$ cat config.mk
export PLATFORM = sky130hd
export DESIGN_NAME = rr_select_mux
export DESIGN_NICKNAME = d
export VERILOG_FILES = /design/src/rtl/rr_select_mux.sv
export SDC_FILE = /design/constraint.sdc
export NUM_CORES = 1
export LEC_CHECK = 0
export ABC_CLOCK_PERIOD_IN_PS = 3400
export CORE_MARGIN = 5
export CORE_UTILIZATION = 50
export DETAILED_ROUTE_END_ITERATION = 8
export DONT_BUFFER_PORTS = 1
export SYNTH_ARGS = -nofsm -noshare
export SYNTH_HDL_FRONTEND = slang
export SYNTH_SLANG_ARGS = --single-unit
$ cat constraint.sdc
create_clock -name clk -period 3.4 [get_ports clk]
set_clock_uncertainty 0.05 [all_clocks]
set_input_delay 0.51 -clock clk [delete_from_list [all_inputs] [get_ports clk]]
set_output_delay 0.51 -clock clk [all_outputs]
set_load 0.03 [all_outputs]
$ cat src/rtl/rr_select_mux.sv
// Registered N-channel valid/ready selector with fixed-select and round-robin modes.
// One output register; in_ready is the combinational grant, data is never on a comb path to outputs.
module rr_select_mux #(
  parameter int WIDTH    = 16,
  parameter int CHANNELS = 4,
  parameter int SELW     = $clog2(CHANNELS)
) (
  input  logic                      clk,
  input  logic                      rst_n,
  input  logic [CHANNELS*WIDTH-1:0] in_data,
  input  logic [CHANNELS-1:0]       in_valid,
  output logic [CHANNELS-1:0]       in_ready,
  input  logic                      mode,
  input  logic [SELW-1:0]           sel,
  output logic [WIDTH-1:0]          out_data,
  output logic [SELW-1:0]           out_chan,
  output logic                      out_valid,
  input  logic                      out_ready
);

  logic                can_load_s;
  logic                hi_found_s;
  logic                lo_found_s;
  logic                fix_found_s;
  logic                found_s;
  logic [SELW-1:0]     hi_win_s;
  logic [SELW-1:0]     lo_win_s;
  logic [SELW-1:0]     fix_win_s;
  logic [SELW-1:0]     win_s;
  logic [SELW-1:0]     next_ptr_s;
  logic [CHANNELS-1:0] grant_s;
  logic [WIDTH-1:0]    mux_data_s;

  logic [SELW-1:0]     rr_ptr_r;
  logic [SELW-1:0]     out_chan_r;
  logic [WIDTH-1:0]    out_data_r;
  logic                out_valid_r;

  // Gating by rst_n keeps in_ready low for the whole reset interval.
  assign can_load_s = rst_n & (~out_valid_r | out_ready);

  // Candidate winners: lowest valid at/above rr_ptr, lowest valid overall, and the fixed select.
  always_comb begin
    hi_found_s  = 1'b0;
    hi_win_s    = '0;
    lo_found_s  = 1'b0;
    lo_win_s    = '0;
    fix_found_s = 1'b0;
    fix_win_s   = '0;
    for (int i = CHANNELS - 1; i >= 0; i--) begin
      if (in_valid[i]) begin
        lo_found_s = 1'b1;
        lo_win_s   = SELW'(i);
        if (SELW'(i) >= rr_ptr_r) begin
          hi_found_s = 1'b1;
          hi_win_s   = SELW'(i);
        end else begin
          hi_found_s = hi_found_s;
        end
      end else begin
        lo_found_s = lo_found_s;
      end
      // sel values beyond CHANNELS-1 never match any loop index, so they never grant.
      if (in_valid[i] && (sel == SELW'(i))) begin
        fix_found_s = 1'b1;
        fix_win_s   = SELW'(i);
      end else begin
        fix_found_s = fix_found_s;
      end
    end
  end

  // Final arbitration: the wrap-around scan falls back to the lowest valid channel.
  always_comb begin
    found_s = 1'b0;
    win_s   = '0;
    if (!can_load_s) begin
      found_s = 1'b0;
    end else if (mode) begin
      if (hi_found_s) begin
        found_s = 1'b1;
        win_s   = hi_win_s;
      end else if (lo_found_s) begin
        found_s = 1'b1;
        win_s   = lo_win_s;
      end else begin
        found_s = 1'b0;
      end
    end else begin
      found_s = fix_found_s;
      win_s   = fix_win_s;
    end
  end

  // One-hot grant, winner data mux and successor pointer.
  always_comb begin
    grant_s    = '0;
    mux_data_s = '0;
    for (int i = 0; i < CHANNELS; i++) begin
      if (win_s == SELW'(i)) begin
        grant_s[i] = found_s;
        mux_data_s = in_data[i*WIDTH +: WIDTH];
      end else begin
        grant_s[i] = 1'b0;
      end
    end
    if (win_s == SELW'(CHANNELS - 1)) begin
      next_ptr_s = '0;
    end else begin
      next_ptr_s = win_s + SELW'(1);
    end
  end

  assign in_ready = grant_s;

  // Output register and round-robin pointer.
  always_ff @(posedge clk or negedge rst_n) begin
    if (!rst_n) begin
      out_data_r  <= '0;
      out_chan_r  <= '0;
      out_valid_r <= 1'b0;
      rr_ptr_r    <= '0;
    end else if (found_s) begin
      out_data_r  <= mux_data_s;
      out_chan_r  <= win_s;
      out_valid_r <= 1'b1;
      if (mode) begin
        rr_ptr_r <= next_ptr_s;
      end else begin
        rr_ptr_r <= rr_ptr_r;
      end
    end else if (out_valid_r && out_ready) begin
      out_valid_r <= 1'b0;
    end else begin
      out_valid_r <= out_valid_r;
    end
  end

  assign out_data  = out_data_r;
  assign out_chan  = out_chan_r;
  assign out_valid = out_valid_r;

endmodule

==> results.sh <==
export IMPL_final_core_util=0.547
export IMPL_grt_setup_unrepaired="no"
export IMPL_swShare=0.440
export IMPL_die_height_um=66.9
export IMPL_relSlewSlack=0.352
export IMPL_seq_area_frac_synth=0.325
export IMPL_p_leak_nw=0.667
export IMPL_dp_hpwl_um=3280
export IMPL_placed_area_sq_um=1640
export IMPL_postLayoutCellArea_sq_um=1680
export IMPL_cts_buffers_inserted=3
export IMPL_synth_fp_nets=240
export IMPL_root_buffer="clkbuf_4"
export IMPL_netlist_area_leader_share=0.325
export IMPL_nNetsFinal=240
export IMPL_track_usage=0.187
export IMPL_synth_top_cells_by_area="dfrtp_1 32%, mux2_4 14%, a221oi_1 8.1%, o31ai_1 7.0%, nor2b_1 6.2%"
export IMPL_final_max_slew_viol_count=0
export IMPL_setup_violations=0
export IMPL_pwr_share_comb=0.302
export IMPL_ys_types=36
export IMPL_tightest_slew_ps=969
export IMPL_crit_path_max_incr_delay_ps=510
export IMPL_cp_slowest_cell="dfrtp_1"
export IMPL_cts_tree="built"
export IMPL_floorplan_initialDensity=0.526
export IMPL_drt_iter0_drc=31
export IMPL_dieArea_sq_um=4480
export IMPL_antenna_found_initial=0
export IMPL_path_cells="or2b_2, nand2_1, o32ai_1, buf_4, ha_2, and2_1"
export IMPL_rrSetupSlack_ps=430
export IMPL_synth_edf_count=0
export IMPL_startpoint="out_valid$_DFFE_PN0P_"
export IMPL_p_clk_frac=0.130
export IMPL_clock_sinks=21
export IMPL_cp_required_ps=2840
export IMPL_yosysTopAreaCell="dfrtp_1"
export IMPL_viasPerCell=6.25
export IMPL_endpoint="in_ready[2]"
export IMPL_firstDrtPassIters=4
export IMPL_path_max_fanout=18
export IMPL_hold_class="in -> reg"
export IMPL_core_area_sq_um=3080
export IMPL_ir_drop_v=0.000272
export IMPL_p_int_mw=0.547
export IMPL_grt_max_degree=22
export IMPL_stdcell_count=205
export IMPL_fin_crit_ps=3070
export IMPL_insertion_delay_ps=300
export IMPL_timing_setup_tns_ps=0
export IMPL_synth_area_sq_um=1620
export IMPL_rr_startpoint="out_valid$_DFFE_PN0P_"
export IMPL_grt_pass1_vias=1274
export IMPL_portBuffers=0
export IMPL_power_total_mw=0.978
export IMPL_grt_pass1_wl_um=6350
export IMPL_gp_congestion=0.825
export IMPL_drv_cap=0
export IMPL_powerDensity_nw_per_um2=581
export IMPL_yosysWarnings=0
export IMPL_cts_setup_buffers=0
export IMPL_p_seq_frac=0.569
export IMPL_fin_ws_ps=333
export IMPL_vias=1282
export IMPL_n_antenna_cell=0
export IMPL_wl_um=4240
export IMPL_ant_nets=0
export IMPL_h_tree_depth=1
export IMPL_finalHoldViolations=0
export IMPL_ff2ff_path_depth=9
export IMPL_drc=0
export IMPL_startpoint_type="flop"
export IMPL_drive_above_1_share=0.224
export IMPL_cp_end_kind="primary output"
export IMPL_area_growth_pct=4.02
export IMPL_ys_flop_type="dfrtp_1"
export IMPL_critPathBufInv=1
export IMPL_worstSetupPathDepth=6
export IMPL_async_flop_share=1.00
export IMPL_place_inst=200
export IMPL_num_rows=20
export IMPL_boundaryPins=97
export IMPL_synth_cells=162
export IMPL_reg2reg_to="out_data[5]$_DFFE_PN0N_"
export IMPL_power_switching_mw=0.430
export IMPL_pre_cts_slack_ps=106
export IMPL_ys_seq_elements=21
export IMPL_wl_per_cell_um=20.7
export IMPL_avgSynthCellArea_sq_um=9.99
export IMPL_fmax_mhz=326
export IMPL_crit_family="simple AND/OR/NAND/NOR gates"
export IMPL_whs_ps=292
export IMPL_finalCritPeriodShare=0.902
export IMPL_die_w_um=66.9
export IMPL_clkSlewWorstSetupHoldPaths_ps=120
export IMPL_cts_buffer_depth=2
export IMPL_path_class="reg -> out"
export IMPL_cp_arrival_ps=2510
export IMPL_status="finished clean"
export IMPL_overflow=0
worst min path at each step:
stage	startpoint	endpoint	slack, ps	cells after the start
finish	rst_n	out_valid$_DFFE_PN0P_	290	2
detailed placement	rst_n	out_data[6]$_DFFE_PN0N_	170	0
global placement	rst_n	out_data[6]$_DFFE_PN0N_	170	0
global route	rst_n	out_valid$_DFFE_PN0P_	310	2
floorplan	rst_n	out_chan[0]$_DFFE_PN0N_	160	0
CTS	rst_n	out_valid$_DFFE_PN0P_	290	2
cells in the final DEF (no fill, tap or decap), types with 2 or more instances in the layout:
cell      count
o21ai_0       5
ha_1          3
dfrtp_1      21
o32ai_1       2
and2_1        4
nor2_1        3
clkbuf_4      3
mux2_2        3
nor2b_1      15
a21boi_0      2
nand2_1      19
mux2_4       15
inv_1         4
nand2b_1      4
a221oi_1     15
buf_4         6
a21oi_1       3
o31ai_1      15
kinds of logic (layout without fill, tap and decap cells):
logic type | after synthesis | count (layout) | synth area share
flip-flops | 21 | 21 | 0.325
multiplexers | 19 | 19 | 0.166
buffers and inverters | 16 | 15 | 0.0572
AO/OA/AOI/OAI | 47 | 47 | 0.236
AND/OR/NAND/NOR | 55 | 55 | 0.185
adder cells (fa/ha/maj) | 4 | 4 | 0.0309
timing repair:
action | in CTS | in global routing
hold buffers | 1 | 0
endpoints found under the setup margin | 0 | 16
hold endpoints to repair | 21 | 0
resized for setup | 0 | 2
synth_stat cells (2+ instances only):
| master | count |
|---|---|
| a21boi_0 | 2 |
| a21oi_1 | 3 |
| a221oi_1 | 15 |
| and2_1 | 4 |
| buf_2 | 2 |
| buf_6 | 2 |
| clkbuf_1 | 6 |
| dfrtp_1 | 21 |
| ha_1 | 4 |
| inv_1 | 4 |
| mux2_2 | 3 |
| mux2_4 | 15 |
| nand2_1 | 19 |
| nand2b_1 | 4 |
| nor2_1 | 3 |
| nor2b_1 | 16 |
| o21ai_0 | 5 |
| o31ai_1 | 15 |
| o32ai_1 | 2 |
flip-flops by register name (all words and copies together) (netlist names):
| name | count |
|---|---|
| rr_ptr_r | 2 |
| out_valid | 1 |
| out_data | 16 |
| out_chan | 2 |
area by class of cell:
| cell class | count | area [sq um] |
|---|---|---|
| Sequential cell | 21 | 526 |
| Multi-Input combinational cell | 125 | 1010 |
| Fill cell | 298 | 1390 |
| Tap cell | 44 | 55.1 |
| Timing Repair Buffer | 7 | 55.1 |
| Inverter | 4 | 15.0 |
| Clock inverter | 1 | 5.00 |
| Clock buffer | 3 | 22.5 |
metal layers:
| metal | GRT usage | wire (um) | vias up |
|---|---|---|---|
| met4 | 0.0380 | 21 | 0 |
| met2 | 0.325 | 2050 | 55 |
| met1 | 0.225 | 1690 | 618 |
| met3 | 0.0573 | 479 | 2 |
| li1 | - | - | 607 |
| met5 | 0 | 0 | - |
power by group through the flow:
stage | clock network (mW) | logic [mW] | registers, mW
floorplan | 0 | 0.253 | 0.539
global placement | 0 | 0.279 | 0.564
detailed placement | 0 | 0.286 | 0.564
CTS | 0.130 | 0.297 | 0.559
global route | 0.142 | 0.326 | 0.569
finish | 0.127 | 0.295 | 0.556
Note: power is estimated with default switching activity, not from simulation.
